<file path="src/rtl/f1_start_ctrl.sv">
// f1_start_ctrl: start-sequence controller that drives the en input of the
// F1 light FSM. It lights the gantry with eight evenly spaced en pulses,
// holds all lights on for a pseudo-random delay, fires a ninth en to put the
// lights out and then measures the driver's reaction time in ticks.
//
// Build option:
//   F1_START_FIXED_DELAY_EN  when defined, the all-on hold is exactly
//                            DELAY_MIN ticks and the LFSR is not built.
//                            When undefined, the hold is DELAY_MIN + 4*lfsr.
module f1_start_ctrl #(
    parameter int STEP_TICKS = 500,
    parameter int DELAY_MIN  = 200,
    parameter int RT_W       = 16
) (
    input  logic            clk,
    input  logic            rst,
    input  logic            tick,
    input  logic            trigger,
    input  logic            btn,
    input  logic [7:0]      lights,
    output logic            en_out,
    output logic [RT_W-1:0] react_time,
    output logic            result_valid,
    output logic            jump_start,
    output logic            seq_err,
    output logic [2:0]      state_o
);

    typedef enum logic [2:0] {
        IDLE = 3'd0,
        SEQ  = 3'd1,
        HOLD = 3'd2,
        GO   = 3'd3,
        DONE = 3'd4
    } state_t;

    localparam int STEP_W = (STEP_TICKS > 1) ? $clog2(STEP_TICKS) : 1;
`ifdef F1_START_FIXED_DELAY_EN
    localparam int HOLD_MAX = DELAY_MIN;
`else
    localparam int HOLD_MAX = DELAY_MIN + 4 * 127;
`endif
    localparam int HOLD_W = $clog2(HOLD_MAX + 1);

    localparam logic [STEP_W-1:0] STEP_LAST = STEP_W'(STEP_TICKS - 1);
    localparam logic [HOLD_W-1:0] HOLD_ONE  = HOLD_W'(1);
    localparam logic [RT_W-1:0]   REACT_MAX = '1;
    localparam logic [3:0]        LAST_LIGHT_PULSE = 4'd7;
    localparam logic [1:0]        AGE_SETTLED = 2'd2;

    state_t              r_state;
    logic [STEP_W-1:0]   r_stepCnt;
    logic [3:0]          r_pulseCnt;
    logic [HOLD_W-1:0]   r_holdCnt;
    logic [RT_W-1:0]     r_reactCnt;
    logic [1:0]          r_age;
    logic                r_en;
    logic [RT_W-1:0]     r_reactTime;
    logic                r_valid;
    logic                r_jump;
    logic                r_seqErr;

    logic [HOLD_W-1:0]   w_holdLoad;
    logic                w_lightsBad;

`ifdef F1_START_FIXED_DELAY_EN
    assign w_holdLoad = HOLD_W'(DELAY_MIN);
`else
    logic [6:0] r_lfsr;
    logic       w_lfsrFb;

    assign w_lfsrFb   = r_lfsr[6] ^ r_lfsr[5];
    assign w_holdLoad = HOLD_W'(DELAY_MIN + 4 * int'(r_lfsr));

    // Free-running x^7+x^6+1 LFSR; seeded non-zero so it never locks up.
    always_ff @(posedge clk or posedge rst) begin
        if (rst) begin
            r_lfsr <= 7'h01;
        end else begin
            r_lfsr <= {r_lfsr[5:0], w_lfsrFb};
        end
    end
`endif

    // Lights must be all-on while holding and all-off once the race has started.
    always_comb begin
        w_lightsBad = 1'b0;
        if (r_state == HOLD) begin
            w_lightsBad = (lights != 8'hFF);
        end else if (r_state == GO) begin
            w_lightsBad = (lights != 8'h00);
        end
    end

    // Sequencing FSM: en pulse generation, hold timing, reaction timing and the
    // sticky light-pattern check (age counter lets the light FSM catch up).
    always_ff @(posedge clk or posedge rst) begin
        if (rst) begin
            r_state     <= IDLE;
            r_stepCnt   <= '0;
            r_pulseCnt  <= '0;
            r_holdCnt   <= '0;
            r_reactCnt  <= '0;
            r_age       <= '0;
            r_en        <= 1'b0;
            r_reactTime <= '0;
            r_valid     <= 1'b0;
            r_jump      <= 1'b0;
            r_seqErr    <= 1'b0;
        end else begin
            r_en <= 1'b0;

            if (r_age != AGE_SETTLED) begin
                r_age <= r_age + 2'd1;
            end

            if (w_lightsBad && (r_age == AGE_SETTLED)) begin
                r_seqErr <= 1'b1;
            end

            case (r_state)
                IDLE, DONE: begin
                    if (trigger) begin
                        r_state    <= SEQ;
                        r_valid    <= 1'b0;
                        r_jump     <= 1'b0;
                        r_stepCnt  <= '0;
                        r_pulseCnt <= '0;
                    end
                end

                SEQ: begin
                    if (btn) begin
                        r_state     <= DONE;
                        r_jump      <= 1'b1;
                        r_valid     <= 1'b1;
                        r_reactTime <= '0;
                    end else if (tick) begin
                        if (r_stepCnt != STEP_LAST) begin
                            r_stepCnt <= r_stepCnt + STEP_W'(1);
                        end else if (!r_en) begin
                            r_en       <= 1'b1;
                            r_stepCnt  <= '0;
                            r_pulseCnt <= r_pulseCnt + 4'd1;
                            if (r_pulseCnt == LAST_LIGHT_PULSE) begin
                                r_state   <= HOLD;
                                r_holdCnt <= w_holdLoad;
                                r_age     <= '0;
                            end
                        end
                    end
                end

                HOLD: begin
                    if (btn) begin
                        r_state     <= DONE;
                        r_jump      <= 1'b1;
                        r_valid     <= 1'b1;
                        r_reactTime <= '0;
                    end else if (tick) begin
                        if (r_holdCnt != HOLD_ONE) begin
                            r_holdCnt <= r_holdCnt - HOLD_W'(1);
                        end else if (!r_en) begin
                            r_en       <= 1'b1;
                            r_reactCnt <= '0;
                            r_state    <= GO;
                            r_age      <= '0;
                        end
                    end
                end

                GO: begin
                    if (btn) begin
                        r_state     <= DONE;
                        r_reactTime <= r_reactCnt;
                        r_valid     <= 1'b1;
                    end else if (tick && (r_reactCnt != REACT_MAX)) begin
                        r_reactCnt <= r_reactCnt + RT_W'(1);
                    end
                end

                default: begin
                    r_state <= IDLE;
                end
            endcase
        end
    end

    assign en_out       = r_en;
    assign react_time   = r_reactTime;
    assign result_valid = r_valid;
    assign jump_start   = r_jump;
    assign seq_err      = r_seqErr;
    assign state_o      = r_state;

endmodule

</file>
<file path="config.mk">
export PLATFORM = sky130hd
export DESIGN_NAME = f1_start_ctrl
export DESIGN_NICKNAME = d
export VERILOG_FILES = /design/src/rtl/f1_start_ctrl.sv
export SDC_FILE = /design/constraint.sdc
export NUM_CORES = 1
export LEC_CHECK = 0
export CAP_MARGIN = 20
export CORE_ASPECT_RATIO = 0.5
export CORE_UTILIZATION = 57
export CTS_CLUSTER_SIZE = 30
export DETAILED_ROUTE_END_ITERATION = 10
export PLACE_DENSITY = 0.79
export SETUP_SLACK_MARGIN = 0.4
export SLEW_MARGIN = 20
export SYNTH_ARGS = -nofsm -noshare
export SYNTH_HDL_FRONTEND = slang
export SYNTH_SLANG_ARGS = --single-unit
</file>
<file path="constraint.sdc">
create_clock -name clk -period 2.3 [get_ports clk]
set_input_delay 0.23 -clock clk [delete_from_list [all_inputs] [get_ports clk]]
set_output_delay 0.23 -clock clk [all_outputs]
set_load 0.1 [all_outputs]
</file>
==> results_dict.tcl, run 1 <==
set metrics [dict create \
    status "finished clean" \
    finalCritPeriodShare 0.9158 \
    synth_edf_count 0 \
    netlist_instances 398 \
    postCtsHoldBufs 0 \
    ys_async_sr_fraction 1.000 \
    clock_latency_ns 0.34 \
    antenna_found_initial 0 \
    io_pins 36 \
    gp_congestion 0.8599 \
    avgSynthCellArea_sq_um 9.516 \
    yosys_warnings 0 \
    cts_tree "done" \
    track_usage 0.3291 \
    cts.sinks 71 \
    cp_max_fo 5 \
    die_y_um 59.64 \
    numCtsBuffers 9 \
    tightest_slew_ns 0.6210 \
    rsz0062_at_grt "true" \
    synth_fp_nets 421 \
    preCtsSetupSlack_ns 0.1420 \
    met3_usage 0.08384 \
    die-area_sq_mm 0.006995 \
    cp_common_cell "buf_6" \
    htree_levels 3 \
    hold_viol_final 0 \
    skew_ns 0.007247 \
    clock-root-buffer "clkbuf_16" \
    regArea_sq_mm 0.001799 \
    path_class "reg -> reg" \
    firstDrtPassIters 6 \
    multi_input_area_sq_mm 0.002193 \
    grtUsageMet1 0.4097 \
    ys.flop_type "dfrtp_1" \
    clockBufferDepth 2 \
    grt_pass1_vias 3463 \
    io_buffers 35 \
    num-fill-cells 318 \
    antenna_cells 0 \
    routedWlPerCell_um 20.71 \
    fin_nets 508 \
    die_w_um 117.3 \
    start_util 0.6078 \
    min_path_type "in -> async" \
    vias_per_cell 6.631 \
    busiest_layer "met2" \
    grt_first_pass_wirelength_mm 17.04 \
    power.density_mw_per_mm2 1096 \
    drv_slew 0 \
    met2_usage 0.5538 \
    overflow 0 \
    syn-cell-area_sq_mm 0.003787 \
    start_kind "register" \
    leakagePower_nw 2.311 \
    slowest_stage "dfrtp_1" \
    yosysSeqAreaShare 0.4694 \
    max_freq_mhz 474.7 \
    grt_max_degree 26 \
    num_rows 20 \
    slowest_delay_ns 0.40 \
    fin_tns_setup_ns 0 \
    antenna_left 0 \
    drv_cap 0 \
    layout-drive-gt1-share 0.3306 \
    max-slew-margin-rel 0.5842 \
    fin_ws_ns 0.1936 \
    synthDistinctLibCells 63 \
    drt_iter0_markers 427 \
    crit_arrival_ns 2.34 \
    required_ns 2.53 \
    clk_pin_slew_ns 0.06 \
    coreArea_sq_mm 0.006231 \
    vias 3833 \
    setup_viol 0 \
    hpwl_mm 6.587 \
    ys_ff_latch 71 \
    ir_drop_mv 0.5527 \
    cp-end-kind "register" \
    routed_wl_mm 11.97 \
    fin_crit_ns 2.106 \
    cp_cell_sequence "inv_2 > ha_4 > nor4b_4 > buf_4 > nand4_1 > and4_4 > buf_6 > buf_6 > a22o_1" \
    drc 0 \
    area_growth_syn_to_layout_pct 37.43 \
]
==> cells by family after synthesis <==
kind of cell	share of synthesized area
adder cells (fa/ha/maj)	0.03304
XOR/XNOR	0.01388
AND/OR/NAND/NOR	0.2336
flip-flops	0.4694
AO/OA/AOI/OAI	0.2085
buffers and inverters	0.03898
multiplexers	0.002643
==> metrics by stage <==
step	total power, mW	util	instances	instance area, sq um	hold WS, ns
after floorplan	3.254	-	398	3919	0.3160
after global placement	3.533	0.6882	516	4288	0.3917
after detailed placement	3.619	0.6882	516	4288	0.3987
after CTS	5.239	0.7701	553	4798	0.3093
after global routing	5.914	0.8353	578	5205	0.3347
final	5.703	0.8353	578	5205	0.2939
==> cell type report <==
| type | instances | share of cell area |
|---|---|---|
| clock buffer | 15 | 0.04760 |
| sequential | 71 | 0.3457 |
| inverter | 14 | 0.01082 |
| multi-input combinational | 295 | 0.4214 |
| timing repair buffer | 94 | 0.1476 |
| clock inverter | 1 | 0.005769 |
| tap | 88 | 0.02115 |
==> registers in the layout, indices dropped and copies added (netlist names) <==
register / flops
result_valid: 1
state_o: 3
seq_err: 1
react_time: 16
r_age: 2
r_lfsr: 7
r_reactCnt: 16
en_out: 1
r_pulseCnt: 4
r_holdCnt: 10
r_stepCnt: 9
jump_start: 1
==> what timing repair did <==
| item | in CTS | in global routing |
|---|---|---|
| buffers inserted | 20 | 24 |
| endpoints found under the setup margin | 30 | 37 |
| gates resized for setup | 17 | 63 |
| gates cloned | 1 | 1 |
| pin swaps | 9 | 29 |
| hold endpoints to repair | 0 | 0 |
==> path summary, 6_finish.rpt <==
kind                       slack [ns]      endpoint          from  cells past startpoint
setup / recovery                 0.19  r_holdCnt[5]  r_holdCnt[1]                      9
hold / removal                   0.29    state_o[0]           rst                      2
setup reg to reg                 0.19  r_holdCnt[5]  r_holdCnt[1]                      9
hold reg to reg                  0.40     r_lfsr[1]     r_lfsr[0]                      0
max in group asynchronous        1.30  r_stepCnt[4]           rst                      3
min in group clk                 0.40     r_lfsr[1]     r_lfsr[0]                      0
==> cell usage in the layout (no fill, tap or decap), types with 10 or more instances in the layout <==
master / instances
dfrtp_1: 59
nand3_1: 18
buf_4: 74
clkdlybuf4s50_1: 12
a31oi_1: 12
nor2_1: 16
nand2_1: 44
a22o_1: 19
o21ai_0: 20
nor3_1: 10
inv_1: 12
==> power by group <==
part	total, mW	leakage (nW)	internal (mW)	switching [mW]
clock network	1.35	0.132	0.842	0.506
logic	2.54	1.25	0.960	1.58
registers	1.82	0.931	1.50	0.321
==> metal layers <==
layer,vias up,share of wire
li1,1663,-
met1,1883,0.39
met2,223,0.49
met3,64,0.079
met4,0,0.042
met5,-,0
==> cells in the mapped netlist (2+ instances only) <==
| library cell | number | share of area |
|---|---|---|
| nand2b_1 | 2 | 0.0033 |
| nor2_1 | 20 | 0.020 |
| or4_1 | 5 | 0.0099 |
| clkbuf_1 | 13 | 0.013 |
| o41ai_1 | 5 | 0.012 |
| buf_4 | 2 | 0.0040 |
| nor2b_1 | 8 | 0.013 |
| o21ai_0 | 34 | 0.045 |
| a21boi_0 | 2 | 0.0040 |
| ha_1 | 10 | 0.033 |
| xor2_1 | 2 | 0.0046 |
| or3b_2 | 2 | 0.0046 |
| nor3_1 | 11 | 0.015 |
| a41oi_1 | 2 | 0.0046 |
| buf_2 | 4 | 0.0053 |
| nand3_1 | 21 | 0.028 |
| xnor2_1 | 4 | 0.0092 |
| a31oi_1 | 12 | 0.020 |
| a22o_1 | 19 | 0.044 |
| a211o_1 | 2 | 0.0046 |
| nand4_1 | 9 | 0.015 |
| nor3b_2 | 2 | 0.0066 |
| a21o_1 | 5 | 0.0099 |
| nand2_1 | 47 | 0.047 |
| a21oi_1 | 12 | 0.016 |
| o211ai_1 | 7 | 0.014 |
| and3_1 | 6 | 0.0099 |
| o31ai_1 | 4 | 0.0079 |
| inv_1 | 14 | 0.014 |
| nor4_1 | 2 | 0.0033 |
| or3_1 | 3 | 0.0050 |
| nor4b_1 | 3 | 0.0069 |
| dfrtp_1 | 70 | 0.46 |
| nor3b_1 | 2 | 0.0040 |
| and4_1 | 4 | 0.0092 |
==> critical path: cells and delay by family (launching register included) <==
family | cells | cell delay (ns)
buffers and inverters | 4 | 0.51
AO/OA/AOI/OAI | 1 | 0.22
flip-flops | 1 | 0.40
AND/OR/NAND/NOR | 3 | 0.73
adder cells (fa/ha/maj) | 1 | 0.13
No activity file was read; power rests on OpenSTA's default activity.
==> inputs of run 2 (changes only) <==
==> config.mk (replaced) <==
export PLATFORM = sky130hd
export DESIGN_NAME = f1_start_ctrl
export DESIGN_NICKNAME = d
export VERILOG_FILES = /design/src/rtl/f1_start_ctrl.sv
export SDC_FILE = /design/constraint.sdc
export NUM_CORES = 1
export LEC_CHECK = 0
export ABC_AREA = 1
export CAP_MARGIN = 20
export CORE_ASPECT_RATIO = 0.5
export CORE_UTILIZATION = 58
export CTS_CLUSTER_SIZE = 30
export DETAILED_ROUTE_END_ITERATION = 10
export PLACE_DENSITY = 0.8
export SETUP_SLACK_MARGIN = 0.4
export SYNTH_ARGS = -nofsm -noshare
export SYNTH_HDL_FRONTEND = slang
export SYNTH_SLANG_ARGS = --single-unit
==> run 2 against run 1 <==
  * Cell count rose by 21%
  * Global-route usage fell by 7.3 points
  * Via count fell by 6.1%
  * Utilization fell by 11 points
  * Clock power rose by 11%
  * Fmax rose by 19%
  * Critical path type unchanged
  * Largest cell class unchanged
==> results_dict.tcl, run 2 <==
set metrics [dict create \
    layout_commonest_cell "nand2_1" \
    cts_tree "done" \
    power.density_mw_per_mm2 1053 \
    cts.sinks 71 \
    cp-end-kind "register" \
    vias 3599 \
    total_power_mw 5.145 \
    synth_common_cells "nand2_1, dfrtp_1, nor2_1" \
    fin_tns_setup_ns 0 \
    fin_crit_ns 1.775 \
    rsz0062_at_grt "true" \
    cp_cell_sequence "ha_1 > nand2_1 > nor2_1 > nand2_2 > nand2_1 > nand2_1 > inv_2 > nand3_4 > nand2_1 > o21ai_2" \
    start_kind "register" \
    drv_cap 0 \
    ys_async_sr_fraction 1.000 \
    avgSynthCellArea_sq_um 7.354 \
    skew_ns 0.005604 \
    yosys.area.top_type "dfrtp_1" \
    htree_levels 3 \
    fin_util 0.7209 \
    crit_buf_inv 1 \
    regArea_sq_mm 0.001784 \
    required_ns 2.52 \
    ir_drop_mv 0.5229 \
    hold_viol_final 0 \
    gp_congestion 0.8919 \
    post-synth-top-area-fraction 0.4231 \
    postCtsSetupBuffers 0 \
    max-slew-margin-rel 0.6732 \
    num-fill-cells 518 \
    layout_common_cells "nand2_1, dfrtp_1, nor2_1" \
    ys_ff_latch 71 \
    drt_iter0_markers 234 \
    routedWlPerCell_um 13.00 \
    grt_max_degree 72 \
    cp_max_fo 14 \
    syn-cell-area_sq_mm 0.004140 \
    clock-root-buffer "clkbuf_16" \
    reg2reg_depth 10 \
    die-area_sq_mm 0.007500 \
    cp_top_family "simple AND/OR/NAND/NOR gates" \
    vias_per_cell 5.164 \
    synth_most_common_cell "nand2_1" \
    finalCritPeriodShare 0.7717 \
    max_freq_mhz 563.4 \
    antenna_cells 0 \
    ys.flop_type "dfrtp_1" \
    coreArea_sq_mm 0.006779 \
    num_rows 21 \
    overflow 0 \
    start_util 0.6107 \
    setup_viol 0 \
    multi_input_area_sq_mm 0.002087 \
    synth_fp_nets 586 \
    drc 0 \
    routed_wl_mm 9.058 \
    track_usage 0.2559 \
    netlist_instances 563 \
    yosys_warnings 0 \
    slowest_stage "dfrtp_1" \
    layout-drive-gt1-share 0.1355 \
    layoutNonFillerInstCount 697 \
    tightest_slew_ns 0.4901 \
    synth_edf_count 0 \
    die_y_um 61.74 \
    yosysSeqAreaShare 0.4294 \
    io_pins 36 \
    numCtsBuffers 9 \
    fin_ws_ns 0.5250 \
    antenna_left 0 \
    slowest_delay_ns 0.39 \
    path_class "reg -> reg" \
    die_w_um 121.5 \
    io_buffers 35 \
    drv_slew 0 \
    clk_pin_slew_ns 0.06 \
    fin_nets 623 \
    min_path_type "in -> async" \
    grt_pass1_vias 3200 \
    dp_cells 680 \
    clockBufferDepth 2 \
    crit_cells 10 \
    firstDrtPassIters 5 \
    grt_first_pass_wirelength_mm 14.71 \
    antenna_found_initial 0 \
    synthDistinctLibCells 38 \
    clock_latency_ns 0.33 \
    status "finished clean" \
    cp_common_cell "nand2_1" \
    preCtsSetupSlack_ns 0.3388 \
    yosys-top-cells-area "dfrtp_1, nand2_1, nand3_1" \
    leakagePower_nw 2.289 \
    crit_arrival_ns 2.00 \
    hpwl_mm 6.186 \
    area_growth_syn_to_layout_pct 18.04 \
]
==> run 2: layout make-up <==
| class | instances | area share |
|---|---|---|
| clock buffer | 11 | 0.04967 |
| clock inverter | 5 | 0.01664 |
| inverter | 59 | 0.04787 |
| multi-input combinational | 419 | 0.4270 |
| sequential | 71 | 0.3651 |
| tap | 92 | 0.02355 |
| timing repair buffer | 39 | 0.06861 |
| timing repair inverter | 1 | 0.001536 |
==> run 2: path summary, 6_finish.rpt <==
check	end	from	slack [ns]
setup / recovery	r_holdCnt[0]	r_stepCnt[0]	0.53
max in group asynchronous	r_lfsr[0]	rst	1.60
hold / removal	seq_err	rst	0.34
min in group clk	r_lfsr[1]	r_lfsr[0]	0.40
hold reg to reg	r_lfsr[1]	r_lfsr[0]	0.40
setup reg to reg	r_holdCnt[0]	r_stepCnt[0]	0.53
==> run 2: report_power, final <==
group	switching [mW]	total (mW)	leakage (nW)	internal [mW]
logic	1.45	2.03	1.18	0.573
clock network	0.518	1.50	0.156	0.978
registers	0.186	1.62	0.957	1.44
==> run 2: worst reg2reg max path, stage by stage (launching register included) <==
cell     delay [ns]
dfrtp_1        0.39
ha_1           0.21
nand2_1        0.06
nor2_1         0.15
nand2_2        0.13
nand2_1        0.10
nand2_1        0.15
inv_2          0.11
nand3_4        0.17
nand2_1        0.13
o21ai_2        0.05
==> run 2: stage by stage <==
stage | hold WS (ns) | cell area, sq um
6_report | 0.3439 | 4887
5_1_grt | 0.4123 | 4887
4_1_cts | 0.3705 | 4842
3_5_place_dp | 0.3961 | 4518
3_3_place_gp | 0.3917 | 4518
2_1_floorplan | 0.3745 | 4148
==> run 2: routing by layer <==
metal  global-route usage  share of wire
met1               0.3450           0.48
met2               0.4196           0.46
met3              0.05474          0.038
met4              0.09171          0.014
met5                    0              0
==> run 2: logic make-up (layout without fill, tap and decap cells) <==
| logic type | count (synthesis) | count (layout) | share of synthesized area |
|---|---|---|---|
| muxes | 2 | 2 | 0.004835 |
| DFF | 71 | 71 | 0.4294 |
| and+or+nand+nor | 339 | 339 | 0.3533 |
| buffers and inverters | 73 | 115 | 0.07313 |
| adders and majority gates | 10 | 10 | 0.03022 |
| xor gates and xnor gates | 12 | 12 | 0.02539 |
| AOI/OAI and AO/OA | 56 | 56 | 0.08371 |
==> run 2: what timing repair did <==
item / 4_1_cts / 5_1_grt
gates resized for setup: 0 / 14
hold buffers: 0 / 0
endpoints found under the setup margin: 0 / 34
